<file path="src/rtl/hazard_stall_ctrl.sv">
// Pipeline interlock for the 5-stage core: load-use stalls, taken-branch flushes, data-memory waits.
// Control outputs are combinational (same cycle); wait state, halt flag and stall statistics are registered.
module hazard_stall_ctrl #(
   parameter int MEM_TIMEOUT = 15,
   parameter int CNT_W       = 16
) (
   input  logic             clk,
   input  logic             rst,
   input  logic [4:0]       ID_Rs,
   input  logic [4:0]       ID_Rt,
   input  logic             ID_UseRt,
   input  logic             EX_MemRead,
   input  logic [4:0]       EX_Rt,
   input  logic             EX_BranchTaken,
   input  logic             M_MemReq,
   input  logic             M_MemAck,
   output logic             PC_Write,
   output logic             IFID_Write,
   output logic             IFID_Flush,
   output logic             IDEX_Bubble,
   output logic             EXM_Hold,
   output logic             MemTimeout,
   output logic [CNT_W-1:0] StallCount
);

   localparam int WC_W = $clog2(MEM_TIMEOUT + 1);

   typedef enum logic [1:0] {RUN, MEM_WAIT, HALT} state_t;

   state_t          state, state_nxt;
   logic [WC_W-1:0] wait_cnt, wait_cnt_nxt;
   logic            freeze, loaduse;

   assign freeze  = M_MemReq && !M_MemAck;
   assign loaduse = EX_MemRead && (EX_Rt != 5'd0) &&
                    ((EX_Rt == ID_Rs) || (ID_UseRt && (EX_Rt == ID_Rt)));

   always_comb begin
      state_nxt    = state;
      wait_cnt_nxt = wait_cnt;
      PC_Write     = 1'b0;
      IFID_Write   = 1'b0;
      IFID_Flush   = 1'b0;
      IDEX_Bubble  = 1'b0;
      EXM_Hold     = 1'b0;
      if (!rst) begin
         if (state == HALT) begin
            EXM_Hold = 1'b1;
         end else begin
            // Freeze outranks branch/load-use: EX is held, so those re-evaluate after release.
            if (freeze) begin
               EXM_Hold = 1'b1;
            end else if (EX_BranchTaken) begin
               PC_Write    = 1'b1;
               IFID_Write  = 1'b1;
               IFID_Flush  = 1'b1;
               IDEX_Bubble = 1'b1;
            end else if (loaduse) begin
               IDEX_Bubble = 1'b1;
            end else begin
               PC_Write   = 1'b1;
               IFID_Write = 1'b1;
            end

            if (state == RUN) begin
               if (freeze) begin
                  state_nxt    = MEM_WAIT;
                  wait_cnt_nxt = WC_W'(1);
               end
            end else begin
               if (!freeze) begin
                  state_nxt    = RUN;
                  wait_cnt_nxt = '0;
               end else if (wait_cnt == WC_W'(MEM_TIMEOUT - 1)) begin
                  state_nxt = HALT;
               end else begin
                  wait_cnt_nxt = wait_cnt + WC_W'(1);
               end
            end
         end
      end
   end

   always_ff @(posedge clk or posedge rst) begin
      if (rst) begin
         state      <= RUN;
         wait_cnt   <= '0;
         MemTimeout <= 1'b0;
         StallCount <= '0;
      end else begin
         state    <= state_nxt;
         wait_cnt <= wait_cnt_nxt;
         if (state_nxt == HALT)
            MemTimeout <= 1'b1;
         if (!PC_Write && (StallCount != {CNT_W{1'b1}}))
            StallCount <= StallCount + CNT_W'(1);
      end
   end

endmodule

</file>
<file path="config.mk">
export PLATFORM = sky130hd
export DESIGN_NAME = hazard_stall_ctrl
export DESIGN_NICKNAME = d
export VERILOG_FILES = /design/src/rtl/hazard_stall_ctrl.sv
export SDC_FILE = /design/constraint.sdc
export NUM_CORES = 1
export LEC_CHECK = 0
export ABC_AREA = 1
export CAP_MARGIN = 20
export CORE_UTILIZATION = 35
export CTS_BUF_LIST = sky130_fd_sc_hd__clkbuf_8
export DETAILED_ROUTE_END_ITERATION = 7
export GPL_ROUTABILITY_DRIVEN = 0
export SKIP_LAST_GASP = 1
export SLEW_MARGIN = 20
export SYNTH_ARGS = -nofsm -noshare
export SYNTH_HDL_FRONTEND = slang
export SYNTH_SLANG_ARGS = --single-unit
export TNS_END_PERCENT = 5
</file>
<file path="constraint.sdc">
create_clock -name clk -period 5.35 [get_ports clk]
set_clock_uncertainty 0.2 [all_clocks]
set_input_delay 0.8025 -clock clk [delete_from_list [all_inputs] [get_ports clk]]
set_output_delay 0.8025 -clock clk [all_outputs]
set_load 0.01 [all_outputs]
</file>
## After elaboration in Yosys (flattened, before gate mapping)

Cells that the tools add are included.

- Output and inout port bits: 22
- Register bits after elaboration: 23

- Eq/ne operators: 8
- Multiplexer cells: 27
- Reductions and logical operators: 11
- Bitwise gates (word level): 2
- Add/subtract/negate cells: 2

Operators by type and width:

| operator | count |
|---|---|
| 1-bit two-way mux | 17 |
| 16-bit by 1-bit adder with 16-bit output, second input constant | 1 |
| 4-bit two-way mux | 4 |
| 16-bit inequality test, second input constant | 1 |
| 2-bit two-way mux | 6 |
| 5-bit equality test | 2 |
| 1-bit logical AND | 5 |
| 5-bit nonzero test | 1 |
| 4-bit by 1-bit adder with 4-bit output, second input constant | 1 |
| 2-bit equality test, second input constant | 2 |
| 4-bit equality test, second input constant | 1 |
| 4-bit AND reduction | 1 |
| 3-bit inequality test, second input constant | 1 |
| 1-bit zero test | 2 |
| 2-bit zero test | 1 |
| 2-bit inequality test, second input constant | 1 |
| 1-bit inverter | 2 |
| 1-bit logical OR | 1 |

## Logic depth before layout (Yosys ltp)

- Depth in word-level cells: 11
- Mapped depth: 12

## Least setup slack after synthesis

OpenSTA, ideal clock, no wires.

- Kind: input port to output port
- Start point: input rst
- End point: output PC_Write
- Path slack: 2036 ps
- Stages on the path: 7
- Required time: 4348 ps
- Path buffers: 2
- Data arrival time: 2312 ps
- Path through: inv_1 > nand2_1 > nor2_1 > nand2_1 > buf_2 > inv_1 > buf_4

- Cells in the longest elaborated chain, start to end: 1

Ends and longest elaborated chain:

| item | line | source |
|---|---|---|
| from (decl) | 8 | `input logic rst,` |
| 1-bit two-way mux | -- |  |
| to (decl) | 17 | `output logic PC_Write,` |

No other way between the ends.

## Worst setup path after layout

- Start point: input rst
- End point: output PC_Write

- Cells in the longest elaborated chain, start to end: 1

Ends and longest elaborated chain:

| item | line | source |
|---|---|---|
| 1-bit two-way mux | 46 | `if (!rst) begin` |

No other way between the ends.

==> flow_summary.yaml <==
finish:
  final_cells: 328
  area_growth_syn_to_layout_pct: 32.7
  final_cell_mix: "nand2_1, clkdlybuf4s50_1, inv_1"
  n_antenna_cell: 0
  fill_cells: 444
  drive_gt1_frac: 0.0471
  fin_nets: 302
  final_common_cell: "nand2_1"
  multiInputGateArea_um2: 882
  regArea_um2: 576
  finalInstanceArea_um2: 2140
synth:
  syn-instance-count: 231
  syn-cell-area_um2: 1610
  synth_adder_area_share: 0.0233
  syn_area_per_cell_um2: 6.97
  synthesis.nets: 256
  synth-xor-area-share: 0.0925
  synth_top_area_cell: "dfrtp_1"
  synth_ff_type: "dfrtp_1"
  ys_top_cells_by_area: "dfrtp_1, nand2_1, nand3_1, inv_1, xor2_1"
  ys_ff_latch: 23
  synth_edf_count: 0
  synthSimpleGateAreaFrac: 0.389
  synthMuxAreaShare: 0
  yosysWarnings: 0
  synth_top_family_by_area: "simple AND/OR/NAND/NOR gates"
  synth-compound-area-share: 0.0435
  synth_top_area_frac: 0.357
  synthArstFlopShare: 1.00
  synth.distinct_cells: 26
  yosysSeqAreaShare: 0.357
worst_setup_path:
  critPathKind: "in2out"
  worstRegToRegCells: 9
  critPathMaxFanout: 24
  rrSetupSlack_ns: 3.15
  cp-startpoint: "rst"
  reg2reg_from: "StallCount[0]"
  required_ns: 4.35
  cp.arrival_ns: 2.87
  end_kind: "output port"
  start_kind: "input port"
global_routing:
  grt_pass1_vias: 1421
  grt_max_degree: 25
  grt_use_total: 0.152
  grt_first_pass_wirelength_um: 6250
  grt.overflow.total: 0
  antenna_found_initial: 0
timing:
  finalCritPeriodShare: 0.724
  finalHoldViolCount: 0
  max_freq_mhz: 258
  worstMarginPinSlew_ns: 0.383
  setup_violations: 0
  fin_crit_ns: 3.87
  tns_ns: 0
  final_max_slew_viol_count: 0
  rsz0062_at_grt: "no"
  relSlewSlack: 0.743
clock_tree:
  cts_hold_buf: 0
  cts_buffer_depth: 2
  clock_sinks: 23
  h-tree-depth: 1
  insertion_delay_ns: 0.26
  postCtsSetupRepairBufs: 0
  cts-buffers-inserted: 3
  clkSlewWorstSetupHoldPaths_ns: 0.08
  cts_resized: 0
  root_buffer: "clkbuf_8"
  cts_tree: "yes"
placement:
  dp_hpwl_um: 2590
  dp_cells: 324
  portBuffers: 43
  dpl_cell_area_um2: 2090
die:
  die_x_um: 69.8
  start_util: 0.367
  die_area_um2: 4880
  chipHeight_um: 69.8
  pin_count: 44
  coreArea_um2: 4380
  rows: 24
detailed_routing:
  viasPerCell: 4.58
  routed_wl_um: 3440
  detailroute.via_count: 1502
  wire_per_inst_um: 10.5
  ant_nets: 0
  drc: 0
  initialDrtViolationCount: 56
  first_pass_iters: 4
worst_hold_path:
  holdCritPathClass: "reg2reg"
  hold_depth: 1
  min-delay-start: "MemTimeout"
run_status:
  status: "finished clean"
power_and_ir_drop:
  power_density_nw_per_um2: 147
  p_leak_nw: 1.11
  peakVddDrop_v: 0.000131
flow_run:
  drv_cap: 0
==> critical path, stage by stage <==
cell,delay [ns]
clkdlybuf4s50_1,0.47
inv_1,0.08
buf_4,0.29
nand2_1,0.14
nor2_1,0.18
nand2_1,0.08
buf_4,0.20
inv_1,0.09
clkdlybuf4s50_1,0.54
==> flip-flops by register name, indices dropped and copies added, names as in the netlist <==
name	flops
MemTimeout	1
StallCount	16
state	2
wait_cnt	4
==> cell type report <==
| class | instances | area share |
|---|---|---|
| multi-input combinational | 171 | 0.413 |
| tap | 52 | 0.0304 |
| clock buffer | 3 | 0.0193 |
| timing repair buffer | 45 | 0.208 |
| clock inverter | 1 | 0.00176 |
| inverter | 33 | 0.0580 |
| sequential | 23 | 0.269 |
==> stage by stage <==
| step | utilization | total power, mW | setup WS, ns | hold WS [ns] |
|---|---|---|---|---|
| floorplan | - | 0.192 | 2.04 | 0.264 |
| global placement | 0.477 | 0.214 | 1.49 | 0.292 |
| detailed placement | 0.477 | 0.214 | 1.43 | 0.279 |
| CTS | 0.487 | 0.321 | 1.43 | 0.299 |
| global route | 0.487 | 0.329 | 1.30 | 0.321 |
| finish | 0.487 | 0.314 | 1.48 | 0.288 |
==> path summary, 6_finish.rpt <==
check	to
min reg2reg	MemTimeout
min	MemTimeout
min in group asynchronous	state[1]
max reg2reg	StallCount[8]
max	PC_Write
max in group asynchronous	wait_cnt[0]
==> routing by layer <==
layer  part of all wire  GRT usage  up-vias
met2               0.46      0.249       31
met5                  0          0        -
met3              0.045     0.0247        5
met1               0.49      0.215      652
li1                   -          -      814
met4             0.0055     0.0267        0
==> Yosys cell counts (2+ instances only) <==
cell type and count:
nand4_1 3, a21oi_1 2, buf_2 2, nand3_1 26, dfrtp_1 23, ha_1 3
inv_1 33, xnor2_1 8, nor2_1 19, xor2_1 9, nand2_1 84, o21ai_0 5
==> report_power, final <==
part           total [mW]  switching (mW)  internal (mW)  leakage [nW]
combinational      0.0360          0.0162         0.0198         0.791
clock               0.105          0.0536         0.0512        0.0269
sequential          0.174               0          0.174         0.291
==> cells by family (layout without fill, tap and decap cells) <==
family,Yosys count,count (layout)
fa+ha+maj,3,3
simple gates,139,139
xor+xnor,17,17
buf+inv,37,82
compound gates,12,12
flops,23,23
(Power assumes the default switching activity.)
